[src/rtl/rom_load_ctrl.sv]
// Cartridge ROM loader: packs iosys bytes into big-endian words, buffers them,
// writes them to SDRAM over a toggle req/ack port, and gates core run (md_on).
module rom_load_ctrl #(
  parameter int FIFO_DEPTH = 4,
  parameter int ADDR_BITS  = 22
) (
  input  logic                 clk,
  input  logic                 resetn,
  input  logic [2:0]           loading,
  input  logic [7:0]           loader_do,
  input  logic                 loader_do_valid,
  output logic [ADDR_BITS-2:0] mem_addr,
  output logic [15:0]          mem_din,
  output logic [1:0]           mem_be,
  output logic                 mem_req,
  input  logic                 mem_ack,
  output logic                 md_on,
  output logic [ADDR_BITS-1:0] rom_size,
  output logic                 busy,
  output logic                 overflow
);

  // state   | meaning
  // S_OFF   | after reset, core held, waiting for first load
  // S_LOAD  | accepting ROM bytes, core held
  // S_FLUSH | load ended, draining partial word, FIFO and outstanding write
  // S_RUN   | core released with final rom_size
  // S_ABORT | reload during flush: wait for the pending ack, then discard FIFO
  // W_IDLE  | no SDRAM write outstanding
  // W_WAIT  | write issued, waiting for mem_ack == mem_req

  typedef enum logic [2:0] {S_OFF, S_LOAD, S_FLUSH, S_RUN, S_ABORT} ctrl_t;
  typedef enum logic {W_IDLE, W_WAIT} wr_t;

  localparam int PW = $clog2(FIFO_DEPTH);
  localparam int CW = PW + 1;
  localparam int EW = ADDR_BITS + 17;

  ctrl_t state, state_nx;
  wr_t   wr_state, wr_nx;

  logic [2:0]           loading_q;
  logic [ADDR_BITS-1:0] byte_cnt;
  logic [7:0]           pack_hi;
  logic                 pack_valid;

  logic [EW-1:0] fifo_mem [FIFO_DEPTH];
  logic [PW-1:0] wr_ptr, rd_ptr;
  logic [CW-1:0] fifo_cnt;
  logic          fifo_empty, fifo_full;

  logic          load_rise, req_done;
  logic          enter_load, finish, fifo_clr, byte_acc, partial;
  logic          push, push_ok, pop, ovf_set;
  logic [EW-1:0] push_entry, rd_entry;

  assign load_rise  = (loading != 3'd0) && (loading_q == 3'd0);
  assign req_done   = (mem_ack == mem_req);
  assign fifo_empty = (fifo_cnt == '0);
  assign fifo_full  = (fifo_cnt == CW'(FIFO_DEPTH));
  assign rd_entry   = fifo_mem[rd_ptr];

  always_comb begin
    state_nx   = state;
    enter_load = 1'b0;
    finish     = 1'b0;
    fifo_clr   = 1'b0;
    byte_acc   = 1'b0;
    partial    = 1'b0;
    case (state)
      S_OFF, S_RUN: begin
        if (load_rise) begin
          state_nx   = S_LOAD;
          enter_load = 1'b1;
        end
      end
      S_LOAD: begin
        if (loading == 3'd0)
          state_nx = S_FLUSH;
        else if (loading == 3'd1 && loader_do_valid)
          byte_acc = 1'b1;
      end
      S_FLUSH: begin
        if (load_rise)
          state_nx = S_ABORT;
        else if (pack_valid)
          partial = 1'b1;
        else if (fifo_empty && wr_state == W_IDLE) begin
          state_nx = S_RUN;
          finish   = 1'b1;
        end
      end
      S_ABORT: begin
        if (req_done) begin
          state_nx   = S_LOAD;
          enter_load = 1'b1;
          fifo_clr   = 1'b1;
        end
      end
      default: state_nx = S_OFF;
    endcase
  end

  // The in-flight write is never cancelled; only queued words are discarded.
  always_comb begin
    wr_nx = wr_state;
    pop   = 1'b0;
    case (wr_state)
      W_IDLE: begin
        if (!fifo_empty && state != S_ABORT) begin
          pop   = 1'b1;
          wr_nx = W_WAIT;
        end
      end
      W_WAIT: if (req_done) wr_nx = W_IDLE;
      default: wr_nx = W_IDLE;
    endcase
  end

  assign push       = (byte_acc && pack_valid) || partial;
  assign push_ok    = push && (!fifo_full || pop);
  assign ovf_set    = push && !push_ok;
  assign push_entry = {byte_cnt[ADDR_BITS-1:1], pack_hi,
                       byte_acc ? loader_do : 8'h00,
                       byte_acc ? 2'b11 : 2'b10};

  always_ff @(posedge clk) begin
    if (!resetn) begin
      state      <= S_OFF;
      wr_state   <= W_IDLE;
      loading_q  <= 3'd0;
      byte_cnt   <= '0;
      pack_hi    <= 8'h00;
      pack_valid <= 1'b0;
      md_on      <= 1'b0;
      rom_size   <= '0;
      busy       <= 1'b0;
      overflow   <= 1'b0;
      mem_addr   <= '0;
      mem_din    <= 16'h0000;
      mem_be     <= 2'b00;
      mem_req    <= 1'b0;
    end else begin
      state     <= state_nx;
      wr_state  <= wr_nx;
      loading_q <= loading;
      if (enter_load) begin
        md_on      <= 1'b0;
        byte_cnt   <= '0;
        pack_hi    <= 8'h00;
        pack_valid <= 1'b0;
        overflow   <= 1'b0;
        busy       <= 1'b1;
      end else begin
        if (byte_acc) begin
          byte_cnt <= byte_cnt + ADDR_BITS'(1);
          if (!pack_valid) begin
            pack_hi    <= loader_do;
            pack_valid <= 1'b1;
          end else begin
            pack_valid <= 1'b0;
          end
        end
        if (partial) pack_valid <= 1'b0;
        if (ovf_set) overflow <= 1'b1;
      end
      if (finish) begin
        rom_size <= byte_cnt;
        md_on    <= 1'b1;
        busy     <= 1'b0;
      end
      if (pop) begin
        mem_addr <= rd_entry[EW-1:18];
        mem_din  <= rd_entry[17:2];
        mem_be   <= rd_entry[1:0];
        mem_req  <= ~mem_req;
      end
    end
  end

  always_ff @(posedge clk) begin
    if (!resetn || fifo_clr) begin
      wr_ptr   <= '0;
      rd_ptr   <= '0;
      fifo_cnt <= '0;
    end else begin
      if (push_ok) wr_ptr <= wr_ptr + PW'(1);
      if (pop)     rd_ptr <= rd_ptr + PW'(1);
      case ({push_ok, pop})
        2'b10:   fifo_cnt <= fifo_cnt + CW'(1);
        2'b01:   fifo_cnt <= fifo_cnt - CW'(1);
        default: fifo_cnt <= fifo_cnt;
      endcase
    end
  end

  always_ff @(posedge clk) begin
    if (push_ok) fifo_mem[wr_ptr] <= push_entry;
  end

endmodule

[config.mk]
export PLATFORM = sky130hd
export DESIGN_NAME = rom_load_ctrl
export DESIGN_NICKNAME = d
export VERILOG_FILES = /design/src/rtl/rom_load_ctrl.sv
export SDC_FILE = /design/constraint.sdc
export NUM_CORES = 1
export LEC_CHECK = 0
export ABC_AREA = 1
export CAP_MARGIN = 20
export CORE_ASPECT_RATIO = 2
export CORE_MARGIN = 4
export CORE_UTILIZATION = 52
export DETAILED_ROUTE_END_ITERATION = 7
export GPL_TIMING_DRIVEN = 0
export PLACE_DENSITY = 0.72
export SLEW_MARGIN = 10
export SYNTH_ARGS = -nofsm -noshare
export SYNTH_HDL_FRONTEND = slang
export SYNTH_SLANG_ARGS = --single-unit
export TNS_END_PERCENT = 100
[constraint.sdc]
create_clock -name clk -period 3.05 [get_ports clk]
set_clock_uncertainty 0.1 [all_clocks]
set_input_delay 0.4575 -clock clk [delete_from_list [all_inputs] [get_ports clk]]
set_output_delay 0.4575 -clock clk [all_outputs]
set_load 0.01 [all_outputs]
---- Word-level counts from Yosys, hierarchy flattened ----
Memory sizes are Yosys's and may differ from the RTL's. A register that Yosys moved wholly into a read port is not among the register bits.
Cells that the tools add are included.
Widths: inputs -> output; s select.
operators by class
  add/sub/neg operators ................... 5
  eq/ne operators ......................... 15
  muxes and demuxes ....................... 33
  bitwise operators ....................... 4
  reductions and logical operators ........ 28
operators by type and width
  operator               count
  $add 22x1->22 const B  1
  $mux 1                 22
  $mux 3                 6
  $logic_not 3->1        4
  $pmux 3 s4             1
  $ne 3x3->1 const B     3
  $mux 8                 1
  $logic_and 1x1->1      7
  $eq 3x1->1 const B     2
  $eq 3x2->1 const B     2
  $eq 3x3->1 const B     2
  $ne 2x2->1 const B     3
  $pmux 3 s2             1
  $reduce_or 2->1        3
  $logic_not 1->1        5
  $reduce_and 5->1       1
  $add 2x1->2 const B    2
  $not 1->1              4
  $pmux 1 s2             2
  $reduce_bool 2->1      2
  $add 3x1->3 const B    1
  $logic_or 1x1->1       3
  $reduce_bool 3->1      1
  $reduce_or 3->1        1
  5 further kinds        5
word-level totals
  bits in registers ....................... 73
  bits in writable memories ............... 152
  output and inout port bits .............. 65
  logic and storage cells ................. 101
  memories kept ........................... 1
memories
  memory    words  width  read ports  clocked after Yosys merged registers in  write ports  RTL line  source
  fifo_mem  4      38     1           1                                        1            47        logic [EW-1:0] fifo_mem [FIFO_DEPTH];

---- Logic depth before layout (Yosys ltp) ----
  depth after elaboration ................. 10
  gate-level depth with buffers ........... 13
  gate-level depth less buffers ........... 13

---- Worst setup path after synthesis ----
OpenSTA, ideal clock, no wires.
  kind .................................... in2reg
  start point ............................. input port loading[1]
  end point ............................... memory fifo_mem[0][0] in the netlist's numbering (enable)
  arrival time ............................ 2.783 ns
  data required time ...................... 2.517 ns
  setup slack ............................. -0.266 ns
  stages .................................. 7
  cell sequence ........................... nor2_1 nand2_1 nand2_1 nand3_1 nand2_1 nand2_1 nor2_1
on the way
  cells in the longest elaborated chain, start to end .. 10
  elaborated cells on any way between the ends .. 15
  classes of those cells .................. 1 x eq/ne; 7 x mux; 7 x reduce/logical
ends and longest elaborated chain
  element                         RTL line  source
  from (decl)                     9         input logic [2:0] loading,
  $eq 3x1->1                      80        else if (loading == 3'd1 && loader_do_valid)
  $logic_and 1x1->1               80
  $mux 1                          80
  $mux 1                          78        if (loading == 3'd0)
  $mux 1                          70        case (state)
  $logic_and 1x1->1               120       assign push = (byte_acc && pack_valid) || partial;
  $logic_or 1x1->1 *              120
  $logic_and 1x1->1 *             121       assign push_ok = push && (!fifo_full || pop);
  $mux 1 *                        198       if (push_ok) fifo_mem[wr_ptr] <= push_entry;
  $mux 1 (implied by the code) *  198
  to (decl)                       47
Every way passes the cells marked *; elsewhere a longest branch is shown, timed or not.

---- Worst setup path after layout ----
  start point ............................. input port loading[1]
  end point ............................... memory fifo_mem[0][25] in the netlist's numbering (enable)
Same word-level chain as after synthesis.

==> metrics.yaml <==
viasPerCell: 5.564
drive_gt1_share_pct: 7.652
p_leak_nw: 4.360
cp.arrival_ps: 2860
synth_fa_ha_area_share_pct: 0.8021
start_util_pct: 53.15
clockPowerShare_pct: 29.3
pwr_density_cell_mw_per_mm2: 812.0
ys_ff_latch: 262
cap_viol_max_count: 0
synth-simple-area-share_pct: 15.93
vias: 7768
drc: 0
synth-compound-area-share_pct: 12.52
ant_nets: 0
synth-seq-area-share_pct: 65.73
place.gp.congestion: 0.8666
drtPass1Iterations: 5
total_power_mw: 10.00
clkSlewWorstSetupHoldPaths_ps: 70
max_freq_mhz: 364.4
final_hold_viol_count: 0
drv_slew: 0
cts_tree: "done"
n_antenna_cell: 0
r2r-start: "state[0]$_SDFFE_PN0P_"
critPathMaxFanout: 20
hp-start: "md_on$_SDFFE_PN0P_"
row_count: 72
start_kind: "input port"
post-place-ws_ps: -341.3
pwr-share-seq_pct: 41.7
fin_cells: 1396
synth_top_family_by_area: "simple AND/OR/NAND/NOR gates"
cts.sinks: 262
hpwl_um: 18270
ys_warn_count: 0
critPathCaptureType: "register"
wl_um: 26210
worstMarginPinSlew_ps: 799.1
syn-cell-area_mm2: 0.01029
syn_inst: 1013
postCtsHoldBufs: 0
synth_xor_xnor_area_share_pct: 0.3281
htree_levels: 1
rsz0062_at_grt: "no"
max_slew_margin_pct: 46.60
setup_slack_ps: 305.9
antenna_found_initial: 0
hold_path_class: "register to register"
synth_cell_types: 38
dp.cells: 1356
switchingPower_mw: 3.238
num_io_pins: 80
combPwrFrac_pct: 29.0
drt_iter0_markers: 497
synth_mux_area_share_pct: 0
wl_per_cell_um: 18.77
overflow: 0
cp_data_required_time_ps: 3160
core_area_mm2: 0.01937
ir_drop_uv: 407.5
syn_nets: 1034
internal_power_mw: 6.765
fin_hold_ws_ps: 355.3
fill_cells: 1532
cts_buffers: 22
postCtsSetupBuffers: 0
setup.worst_path.class: "input port to register"
grt_max_degree: 25
clkLatencyLatePin_ps: 510
setup_viol: 0
avgSynthCellArea_um2: 10.16
switching_share_pct: 32.37
io_buffers: 79
die-area_mm2: 0.02225
fin_nets: 1142
grt_pass1_vias: 7872
dieWidth_um: 107.5
grt_pass1_wl_um: 40180
startpoint: "loading[1]"
fp.dieH_um: 207.0
final.setup.tns_ps: 0
cts_buffer_depth: 3
cts_root_buffer: "clkbuf_16"
status: "finished, final reports clean"
ctsResizeCount: 0
syn_to_final_growth_pct: 19.66
fin_crit_sh_pct: 89.97
grt.total_usage_pct: 23.51
fin_crit_ps: 2744
[worst paths after layout]
check,slack (ps),cells past startpoint,end
setup reg to reg,360,8,fifo_mem[0][25]$_DFFE_PP_
hold / removal,360,2,md_on$_SDFFE_PN0P_
setup / recovery,310,9,fifo_mem[0][25]$_DFFE_PP_
hold reg to reg,360,2,md_on$_SDFFE_PN0P_
[cell type report]
type	instances	area (µm²)	area share [%]
sequential	262	6766	54.93
multi-input combinational	630	3078	24.98
timing repair buffer	84	913.4	7.414
clock buffer	27	611.8	4.966
tap	259	324.1	2.631
inverter	71	269.0	2.184
buffer	50	214.0	1.737
clock inverter	13	142.6	1.158
[routing by layer]
metal	track usage, %	up-vias	wire length, µm
li1	-	3693	-
met2	45.39	282	14570
met3	2.646	76	1369
met5	0	-	0
met4	11.60	0	1224
met1	24.61	3717	9042
[stage by stage]
step | area, µm² | utilization (%)
6_report | 12320 | 63.60
3_3_place_gp | 11410 | 58.91
2_1_floorplan | 10290 | -
4_1_cts | 12320 | 63.59
3_5_place_dp | 11560 | 59.70
5_1_grt | 12320 | 63.60
[cell usage in the layout (no fill, tap or decap), drive strengths merged]
master           n
o22ai           38
inv             69
a211oi           1
clkbuf          65
clkinv          12
edfxtp         152
a31oi            2
nand4            5
nor4             1
xor2             3
and3             1
buf             17
nand2          104
dfxtp          110
a21oi           38
nand3b           2
nor3            21
o21a             3
bufinv           3
fa               1
nor2           202
nand3           53
ha               5
o211a            1
and2             1
nor3b            1
o21ai          147
clkdlybuf4s50   79
[critical path: stages]
cell and delay (ps):
clkdlybuf4s50_1 440, nor2_1 130, nand2_1 70, nand2_1 160, nand3_1 180, nand2_1 260, nand2_2 230, nor2_4 670
buf_16 250
[power groups by stage]
stage                     registers, mW  logic (mW)  clock network (mW)
after floorplan                    4.32        1.62                   0
after global placement             4.24        2.84                   0
after detailed placement           4.24        2.90                   0
after CTS                          4.17        2.92                2.95
after global routing               4.20        3.20                3.09
final                              4.17        2.90                2.93
[Yosys cell counts (all sizes together)]
cell	n	share of area (%)
nor3b	1	0.073
inv	69	2.5
o22ai	38	2.3
o21ai	147	7.1
buf	12	0.69
o21a	3	0.22
nand4	5	0.30
nand2	104	3.8
nor3	21	1.2
a31oi	2	0.12
nor2	202	7.7
xor2	3	0.33
a21oi	38	2.5
nand3	53	2.6
fa	1	0.19
o211a	1	0.097
edfxtp	152	44
nor4	1	0.061
ha	5	0.61
clkinv	2	0.073
a211oi	1	0.12
dfxtp	110	21
nand3b	2	0.15
clkbuf	38	1.4
and3	1	0.061
and2	1	0.061
[cell families after synthesis]
kind of cell	after synthesis
AO/OA/AOI/OAI	230
XOR/XNOR	3
adder cells (fa/ha/maj)	6
buffers and inverters	121
flip-flops	262
AND/OR/NAND/NOR	391
[state kept, by name, indices dropped and copies added (netlist names)]
signal      flops
busy            1
byte_cnt       22
fifo_cnt        3
fifo_mem      152
loading_q       3
md_on           1
mem_addr       21
mem_be          2
mem_din        16
mem_req         1
overflow        1
pack_hi         8
pack_valid      1
rd_ptr          2
rom_size       22
state           3
wr_ptr          2
wr_state        1
No activity file was read; power rests on OpenSTA's default activity.
